**src/rtl/mem_writer_if.sv**
```systemverilog
// -----------------------------------------------------------------------------
// mem_writer_if
// Byte-stream input and memory write port of the instruction-memory loader.
//   in_data   [7:0]  byte from the source
//   in_valid         in_data is valid
//   in_ready         loader accepts a byte this cycle
//   wr_en            one-cycle memory write strobe
//   wr_addr  [31:0]  byte address of the write (multiple of 4)
//   wr_data  [31:0]  word to write
// master: the byte source / memory side. slave: the loader.
// -----------------------------------------------------------------------------
interface mem_writer_if;
    logic [7:0]  in_data;
    logic        in_valid;
    logic        in_ready;
    logic        wr_en;
    logic [31:0] wr_addr;
    logic [31:0] wr_data;

    modport master (
        output in_data,
        output in_valid,
        input  in_ready,
        input  wr_en,
        input  wr_addr,
        input  wr_data
    );

    modport slave (
        input  in_data,
        input  in_valid,
        output in_ready,
        output wr_en,
        output wr_addr,
        output wr_data
    );
endinterface

```
**src/rtl/mem_writer.sv**
```systemverilog
// -----------------------------------------------------------------------------
// mem_writer
// Assembles a byte stream into 32-bit little-endian words and writes them to
// consecutive word addresses of the instruction memory, starting at 0. The
// load ends on abort or when the next address would reach MEM_SIZE.
//
// Ports
//   sys_clk            clock
//   sys_rst            synchronous active-high reset
//   start              one-cycle pulse, begins a load at address 0
//   abort              ends the current load, flushing any partial word
//   bus (slave)        byte stream in, memory write port out
//   busy               high while collecting or writing
//   done               load finished, held until the next start
//   word_count [7:0]   words written in the current load
//
// States
//   state   | meaning
//   --------+-----------------------------------------------------------
//   IDLE    | after reset, waiting for start
//   COLLECT | accepting bytes into word_buf
//   WRITE   | one-cycle memory write of word_buf
//   DONE    | load finished, waiting for start
// -----------------------------------------------------------------------------
module mem_writer #(
    parameter int unsigned MEM_SIZE = 64
) (
    input  logic              sys_clk,
    input  logic              sys_rst,
    input  logic              start,
    input  logic              abort,
    mem_writer_if.slave       bus,
    output logic              busy,
    output logic              done,
    output logic [7:0]        word_count
);

    typedef enum logic [1:0] {
        S_IDLE    = 2'd0,
        S_COLLECT = 2'd1,
        S_WRITE   = 2'd2,
        S_DONE    = 2'd3
    } state_t;

    state_t      state_q;
    logic [31:0] addr_q;
    logic [1:0]  byte_idx_q;
    logic [31:0] word_buf_q;
    logic        last_q;

    logic        in_ready_q;
    logic        wr_en_q;
    logic [31:0] wr_addr_q;
    logic [31:0] wr_data_q;
    logic        busy_q;
    logic        done_q;
    logic [7:0]  word_count_q;

    logic        xfer;
    logic [31:0] word_buf_d;
    logic [1:0]  byte_idx_d;
    logic        word_full;
    logic        buf_has_byte;
    logic [31:0] addr_d;
    logic        load_full;

    // in_ready_q is high exactly while in COLLECT, so the state alone
    // qualifies a transfer.
    always_comb begin
        xfer         = (state_q == S_COLLECT) && bus.in_valid;
        word_buf_d   = word_buf_q;
        byte_idx_d   = byte_idx_q;
        if (xfer) begin
            word_buf_d[{byte_idx_q, 3'b000} +: 8] = bus.in_data;
            byte_idx_d = byte_idx_q + 2'd1;
        end
        word_full    = xfer && (byte_idx_q == 2'd3);
        // Counts the byte stored this cycle, so abort alongside a byte
        // still flushes it.
        buf_has_byte = xfer || (byte_idx_q != 2'd0);
        addr_d       = addr_q + 32'd4;
        load_full    = (addr_d >= 32'(MEM_SIZE));
    end

    always_ff @(posedge sys_clk) begin
        if (sys_rst) begin
            state_q      <= S_IDLE;
            addr_q       <= '0;
            byte_idx_q   <= '0;
            word_buf_q   <= '0;
            last_q       <= 1'b0;
            in_ready_q   <= 1'b0;
            wr_en_q      <= 1'b0;
            wr_addr_q    <= '0;
            wr_data_q    <= '0;
            busy_q       <= 1'b0;
            done_q       <= 1'b0;
            word_count_q <= '0;
        end else begin
            case (state_q)
                S_IDLE, S_DONE: begin
                    if (start) begin
                        state_q      <= S_COLLECT;
                        addr_q       <= '0;
                        byte_idx_q   <= '0;
                        word_buf_q   <= '0;
                        last_q       <= 1'b0;
                        word_count_q <= '0;
                        done_q       <= 1'b0;
                        busy_q       <= 1'b1;
                        in_ready_q   <= 1'b1;
                    end
                end

                S_COLLECT: begin
                    word_buf_q <= word_buf_d;
                    byte_idx_q <= byte_idx_d;
                    if (word_full || (abort && buf_has_byte)) begin
                        // Write outputs are registered, so they are loaded on
                        // entry and are visible during the WRITE cycle itself.
                        state_q      <= S_WRITE;
                        last_q       <= abort;
                        in_ready_q   <= 1'b0;
                        wr_en_q      <= 1'b1;
                        wr_addr_q    <= addr_q;
                        wr_data_q    <= word_buf_d;
                        word_count_q <= word_count_q + 8'd1;
                    end else if (abort) begin
                        state_q    <= S_DONE;
                        in_ready_q <= 1'b0;
                        busy_q     <= 1'b0;
                        done_q     <= 1'b1;
                    end
                end

                S_WRITE: begin
                    wr_en_q    <= 1'b0;
                    addr_q     <= addr_d;
                    word_buf_q <= '0;
                    byte_idx_q <= '0;
                    if (last_q || load_full) begin
                        state_q <= S_DONE;
                        busy_q  <= 1'b0;
                        done_q  <= 1'b1;
                    end else begin
                        state_q    <= S_COLLECT;
                        in_ready_q <= 1'b1;
                    end
                end

                default: begin
                    state_q <= S_IDLE;
                end
            endcase
        end
    end

    assign bus.in_ready = in_ready_q;
    assign bus.wr_en    = wr_en_q;
    assign bus.wr_addr  = wr_addr_q;
    assign bus.wr_data  = wr_data_q;
    assign busy         = busy_q;
    assign done         = done_q;
    assign word_count   = word_count_q;

endmodule
```
**src/flat_wrapper.sv**
```systemverilog
// flat-port wrapper written by rule: the top's interface ports become plain ports
module mem_writer_flat 
#(
    parameter int unsigned MEM_SIZE = 64
)
  (sys_clk, sys_rst, start, abort, busy, done, word_count, bus_in_data, bus_in_valid, bus_in_ready, bus_wr_en, bus_wr_addr, bus_wr_data);
  mem_writer_if bus_i ();
  input  logic sys_clk;
  input  logic sys_rst;
  input  logic start;
  input  logic abort;
  output logic busy;
  output logic done;
  output logic [7:0] word_count;
  input wire logic [$bits(bus_i.in_data)-1:0] bus_in_data;
  input wire logic [$bits(bus_i.in_valid)-1:0] bus_in_valid;
  output wire logic [$bits(bus_i.in_ready)-1:0] bus_in_ready;
  output wire logic [$bits(bus_i.wr_en)-1:0] bus_wr_en;
  output wire logic [$bits(bus_i.wr_addr)-1:0] bus_wr_addr;
  output wire logic [$bits(bus_i.wr_data)-1:0] bus_wr_data;
  assign bus_i.in_data = bus_in_data;
  assign bus_i.in_valid = bus_in_valid;
  assign bus_in_ready = bus_i.in_ready;
  assign bus_wr_en = bus_i.wr_en;
  assign bus_wr_addr = bus_i.wr_addr;
  assign bus_wr_data = bus_i.wr_data;
  mem_writer #(.MEM_SIZE(MEM_SIZE)) u_core (.sys_clk(sys_clk), .sys_rst(sys_rst), .start(start), .abort(abort), .bus(bus_i), .busy(busy), .done(done), .word_count(word_count));
endmodule
```
**config.mk**
```make
export PLATFORM = sky130hd
export DESIGN_NAME = mem_writer_flat
export DESIGN_NICKNAME = d
export VERILOG_FILES = /design/src/rtl/mem_writer_if.sv /design/src/rtl/mem_writer.sv /design/src/flat_wrapper.sv
export SDC_FILE = /design/constraint.sdc
export NUM_CORES = 1
export LEC_CHECK = 0
export BUFFER_PORTS_ARGS = -buffer_cell sky130_fd_sc_hd__buf_2
export CELL_PAD_IN_SITES_DETAIL_PLACEMENT = 0
export CELL_PAD_IN_SITES_GLOBAL_PLACEMENT = 1
export CORE_ASPECT_RATIO = 1.1
export CORE_UTILIZATION = 43
export DETAILED_ROUTE_END_ITERATION = 16
export PLACE_DENSITY = 0.92
export SLEW_MARGIN = 20
export SYNTH_ARGS = -nofsm -noshare
export SYNTH_HDL_FRONTEND = slang
export SYNTH_SLANG_ARGS = --single-unit
```
**constraint.sdc**
```tcl
create_clock -name sys_clk -period 2.8 [get_ports sys_clk]
set_input_delay 0.28 -clock sys_clk [delete_from_list [all_inputs] [get_ports sys_clk]]
set_output_delay 0.28 -clock sys_clk [all_outputs]
set_load 0.03 [all_outputs]
```
**Yosys cells after proc, flatten, opt, wreduce, memory -nomap -nowiden**

Index checks and enable logic that the tools add are counted.

- Register bits: 145
- Bits in latches: 0
- Memory bits (writable): 0
- Bits in read-only memories: 0
- Bits of input ports: 13
- Output and inout port bits: 76
- Logic and storage cells: 84
- Memories kept: 0

- $add $sub $neg: 4
- $mul: 0
- Div/mod/pow operators: 0
- Order comparisons: 1
- Equality and inequality tests: 12
- Shift-type cells: 2
- Multiplexer cells: 33
- Bitwise logic cells: 0
- Reduce and logical (&&, ||, !) cells: 20

Operators by type and width:

| cell | count |
|---|---|
| 32-bit case mux with 3 select lines | 1 |
| 32-bit two-way mux | 2 |
| 32-bit case mux with 2 select lines | 1 |
| 32-bit by 3-bit adder with 32-bit output (second input constant) | 1 |
| 32-bit bitwise mux | 1 |
| 32-bit by 7-bit greater-or-equal comparator with 1-bit output (second input constant) | 1 |
| 8-bit by 7-bit variable shift with 32-bit output (first input constant) | 1 |
| 8-bit by 7-bit indexed part select with 32-bit output | 1 |
| 8-bit two-way mux | 2 |
| 8-bit case mux with 2 select lines | 1 |
| 1-bit two-way mux | 12 |
| 2-bit two-way mux | 6 |
| 2-bit case mux with 3 select lines | 2 |
| 2-bit inequality test (second input constant) | 5 |
| 2-bit AND reduction | 5 |
| 1-bit case mux with 3 select lines | 3 |
| 8-bit by 1-bit adder with 8-bit output (second input constant) | 1 |
| 2-bit nonzero test | 4 |
| 5-bit negation with 7-bit output | 1 |
| 2-bit == test (second input constant) | 3 |
| 3-bit AND reduction | 2 |
| 2-bit by 1-bit inequality test with 1-bit output (second input constant) | 2 |
| 1-bit case mux with 2 select lines | 2 |
| 4-bit AND reduction | 1 |
| other kinds (7) | 11 |

**Logic depth before layout (Yosys ltp)**

- Depth in word-level cells: 7
- Depth in mapped cells: 12
- Mapped depth without buffers: 9

**Least setup slack after synthesis**

No wires, ideal clock.

- Path kind: flip-flop to flip-flop
- Start: register u_core.addr_q[2]
- End: register u_core.done_q (netlist: u_core.done)
- Library setup time: 0.121 ns
- Data arrival time: 2.340 ns
- Data required time: 2.679 ns
- Path slack: 0.339 ns
- Cell stages (with the launch flop): 11
- Path buffers: 1
- Clock period less this slack: 2.461 ns
- Path through: dfxtp_1 > ha_1 > and3_1 > buf_4 > nand4_2 > a221oi_1 > mux2i_1 > a2111o_1 > nor3_2 > nor3_2 > mux2_4

- Longest elaborated chain between the ends: 5

RTL lines:

| what | RTL line | RTL |
|---|---|---|
| start, declared | mem_writer.sv:46 | `logic [31:0] addr_q;` |
| start signal, assigned | mem_writer.sv:138 | `addr_q <= addr_d;` |
| 32-bit by 3-bit adder with 32-bit output | mem_writer.sv:81 | `addr_d = addr_q + 32'd4;` |
| 32-bit by 7-bit greater-or-equal comparator with 1-bit output | mem_writer.sv:82 | `load_full = (addr_d >= 32'(MEM_SIZE));` |
| 1-bit logical OR | mem_writer.sv:141 | `if (last_q \|\| load_full) begin` |
| 2-bit by 1-bit inequality test with 1-bit output (no source line) | -- |  |
| 4-bit AND reduction (no source line) | -- |  |
| end signal, assigned | mem_writer.sv:97 | `done_q <= 1'b0;` |
| end signal, assigned | mem_writer.sv:109 | `done_q <= 1'b0;` |
| end signal, assigned | mem_writer.sv:144 | `done_q <= 1'b1;` |
| end, declared | mem_writer.sv:56 | `logic done_q;` |

No other way between the ends.
A chain may end at the register's enable or synchronous reset.

**Worst setup path in the final report**

- Start: register u_core.addr_q[3]
- End: register u_core.done_q (netlist: u_core.done)

Same word-level chain as after synthesis.

==> metrics <==
run status finished clean; GR Util met2 0.3681; number of global-route vias before repair 5799; die span in x roughly 120 microns; Initial Utilization 0.4419; max cap viols 0; IO Pins 89; area of the die between 15000 and 20000 sq um; Post-synth EDFFs 0; WL per Instance approximately 15 microns; dpl hpwl ~12000 microns; post-cts hold buffer count 0; sequential area share after synthesis 0.4243; CTS sink count 141; Final Setup Violations 0; post-layout util 0.5286; register clock-pin slew on the reported worst setup and hold paths about 0.06 ns; Sw Pwr about 0.0013 W; FMAX 0.3839 GHz; setup TNS 0 ns; cts bufs inserted 17; Async SR Flop Fraction 0; Pint 0.003679 W; total wire length 17340 microns; Min-Delay Path Class in2reg; crit path launch type flip-flop; # rows 47; clk buf depth 2; power density over the cells 625.0 nW/um^2; RSZ-0062 raised after global routing no; DRC 0; global routing usage on met3 0.04397; busiest grt layer met2; grt ovf 0; yosys synthesis warning count 0; port bufs 86; GPL Wtd Cong ~0.9; nets approximately 940; Tot GR Track Use 0.2235; CTS tree yes; endpoints failing hold 0; Netlist cell types 60; post-route antenna net violation count 0; non-filler cells, final 1122; Switching Fraction 0.2602; Clk pwr share 0.478; overall via count from detail_route 6250; Mapped Avg Cell Area 7.910 sq um; Resize count post-CTS 0; Max VDD drop 0.0003675 V; core box area 15050 sq um; Seq cells post-synth about 140; clock skew 0.008286 ns; Post-DP Area 7340 sq um; Max FO, Critical Path 7; Via density between 5 and 6; M1 GR Usage 0.2776; Req. time, crit path 3.11 ns; clock root cell clkbuf_16; first-pass GRT wire length 28450 microns; sequential share of power 0.413; Lkg Pwr 2.970 nW; H-tree levels 4; combinational power share 0.109; FILL cells 1505; Setup Fix Bufs, Post-CTS 0; placed insts 1092; CP arrival 2.92 ns; fin. max-slew vios 0; Cells after Synth 841; Crit Path Category reg2reg; # diodes 0; synthesis-to-layout area growth 19.62%; measured slew at the worst slew-check pin 0.7204 ns; Die Span Y approximately 130 microns; Final Cycle Share 0.9303; first-pass detailed-route iteration total 5; crit path time final between 2 and 3 ns; Synth Cell Area 6653 sq um; Worst-Skew Late Latency roughly 0.43 ns; initial antenna violation count 0; crit end category flip-flop; Slew HR 0.5198; largest net degree at the start of global routing roughly 70; share of cells above drive strength 1 0.1879; Main synth FF type dfxtp_1; post-layout instance area roughly 8000 sq um; Initial DRC Count 377
[sequential cells by signal, summed over array words and instances, names as in the netlist]
signal and cells:
u_core.done 1, u_core.word_count 8, u_core.bus.in_ready 1, u_core.last_q 1, u_core.bus.wr_addr 30, u_core.state_q 2, u_core.word_buf_q 32, u_core.bus.wr_en 1
u_core.busy 1, u_core.bus.wr_data 32, u_core.addr_q 30, u_core.byte_idx_q 2
[metrics by stage]
step | hold slack, ns | worst slack, ns | total power [W]
floorplan | 0.4476 | 0.3389 | 0.002458
global placement | 0.4391 | 0.1806 | 0.002639
detailed placement | 0.4431 | 0.2053 | 0.002638
CTS | 0.1633 | 0.1941 | 0.005023
global route | 0.1807 | 0.03931 | 0.005152
finish | 0.1786 | 0.1952 | 0.004973
[cell type report]
| type | instances | area, sq um | share of cell area |
|---|---|---|---|
| inverter | 11 | 41.29 | 0.005189 |
| sequential | 141 | 2823 | 0.3547 |
| multi-input combinational | 621 | 3495 | 0.4392 |
| tap | 196 | 245.2 | 0.03082 |
| clock inverter | 12 | 188.9 | 0.02374 |
| timing repair buffer | 123 | 735.7 | 0.09245 |
| clock buffer | 18 | 429.2 | 0.05393 |
[synthesized netlist by cell type, drive strengths merged (4+ instances only)]
cell type | count | area share
or3 | 11 | 0.010
nor4b | 4 | 0.0071
a311oi | 7 | 0.0092
nand2 | 156 | 0.088
o31ai | 5 | 0.0056
a22oi | 35 | 0.039
buf | 24 | 0.021
nand4 | 18 | 0.018
xnor2 | 7 | 0.0092
a211oi | 8 | 0.0098
ha | 9 | 0.017
nand2b | 6 | 0.0056
a22o | 33 | 0.043
a31oi | 12 | 0.011
nor2 | 86 | 0.049
inv | 11 | 0.0062
and2 | 8 | 0.0075
dfxtp | 141 | 0.42
o21ai | 25 | 0.019
nor3 | 15 | 0.013
xor2 | 4 | 0.0053
and3 | 7 | 0.0066
clkbuf | 45 | 0.025
or4 | 4 | 0.0051
and4 | 4 | 0.0055
a21oi | 101 | 0.076
nand3 | 22 | 0.020
nor4 | 10 | 0.012
[power groups by stage]
stage          sequential [W]  clock (W)  combinational (W)
2_1_floorplan         0.00213          0           0.000331
3_3_place_gp          0.00210          0           0.000541
3_5_place_dp          0.00210          0           0.000540
4_1_cts               0.00205    0.00243           0.000541
5_1_grt               0.00206    0.00251           0.000589
6_report              0.00205    0.00238           0.000541
[cells by family (layout without fill, tap and decap cells)]
| group | count (synthesis) | in the layout | synth area share |
|---|---|---|---|
| compound gates | 239 | 239 | 0.2317 |
| flops | 141 | 141 | 0.4243 |
| fa+ha+maj | 9 | 9 | 0.01693 |
| xor+xnor | 11 | 11 | 0.01448 |
| other cells | 1 | 2 | 0.0005637 |
| simple gates | 357 | 357 | 0.2545 |
| buf+inv | 80 | 164 | 0.05229 |
| mux | 3 | 3 | 0.005266 |
[path summary, 6_finish.rpt]
check | slack (ns) | cells after the start | to | from
max | 0.20 | 9 | u_core.done | u_core.addr_q[3]
max reg2reg | 0.20 | 9 | u_core.done | u_core.addr_q[3]
min | 0.18 | 3 | u_core.last_q | abort
min reg2reg | 0.45 | 2 | u_core.bus.wr_addr[16] | u_core.bus.wr_addr[16]
[critical path: stages (launching register included)]
cell,delay (ns)
dfxtp_1,0.33
ha_1,0.22
and3_1,0.34
nand4_2,0.18
a221oi_1,0.33
mux2i_1,0.12
a2111o_1,0.45
nor3_2,0.14
nor3_2,0.08
mux2_4,0.30
[per-layer routing]
| layer | vias up | share of wire |
|---|---|---|
| met3 | 36 | 0.041 |
| met2 | 162 | 0.49 |
| met4 | 0 | 0.028 |
| met5 | - | 0 |
| li1 | 3138 | - |
| met1 | 2914 | 0.44 |
[placed cells by master, fill, tap and decap left out, types with 3 or more instances in the layout]
| cell type | synthesis | final |
|---|---|---|
| bufinv_16 | 0 | 4 |
| nand2_1 | 155 | 154 |
| or3_1 | 11 | 11 |
| or4_1 | 3 | 3 |
| nor2b_1 | 3 | 3 |
| clkbuf_16 | 0 | 17 |
| a31oi_1 | 12 | 12 |
| xnor2_1 | 7 | 7 |
| and3_1 | 7 | 7 |
| ha_1 | 9 | 9 |
| dfxtp_1 | 141 | 141 |
| and2_1 | 8 | 7 |
| nor2_1 | 85 | 83 |
| nor2_2 | 1 | 3 |
| o21ai_0 | 24 | 24 |
| a22oi_1 | 35 | 35 |
| a22o_1 | 33 | 33 |
| buf_4 | 8 | 36 |
| nor3_1 | 13 | 13 |
| nand4_1 | 17 | 17 |
| nor4_1 | 9 | 9 |
| nand2b_1 | 6 | 6 |
| buf_2 | 14 | 85 |
| and4_1 | 3 | 3 |
| inv_1 | 11 | 11 |
| a21oi_1 | 101 | 101 |
| a211oi_1 | 7 | 7 |
| a311oi_1 | 7 | 7 |
| clkinv_4 | 0 | 4 |
| o31ai_1 | 5 | 5 |
| inv_6 | 0 | 3 |
| nand3_1 | 19 | 19 |
| xor2_1 | 4 | 4 |
No activity file was read; power rests on OpenSTA's default activity.
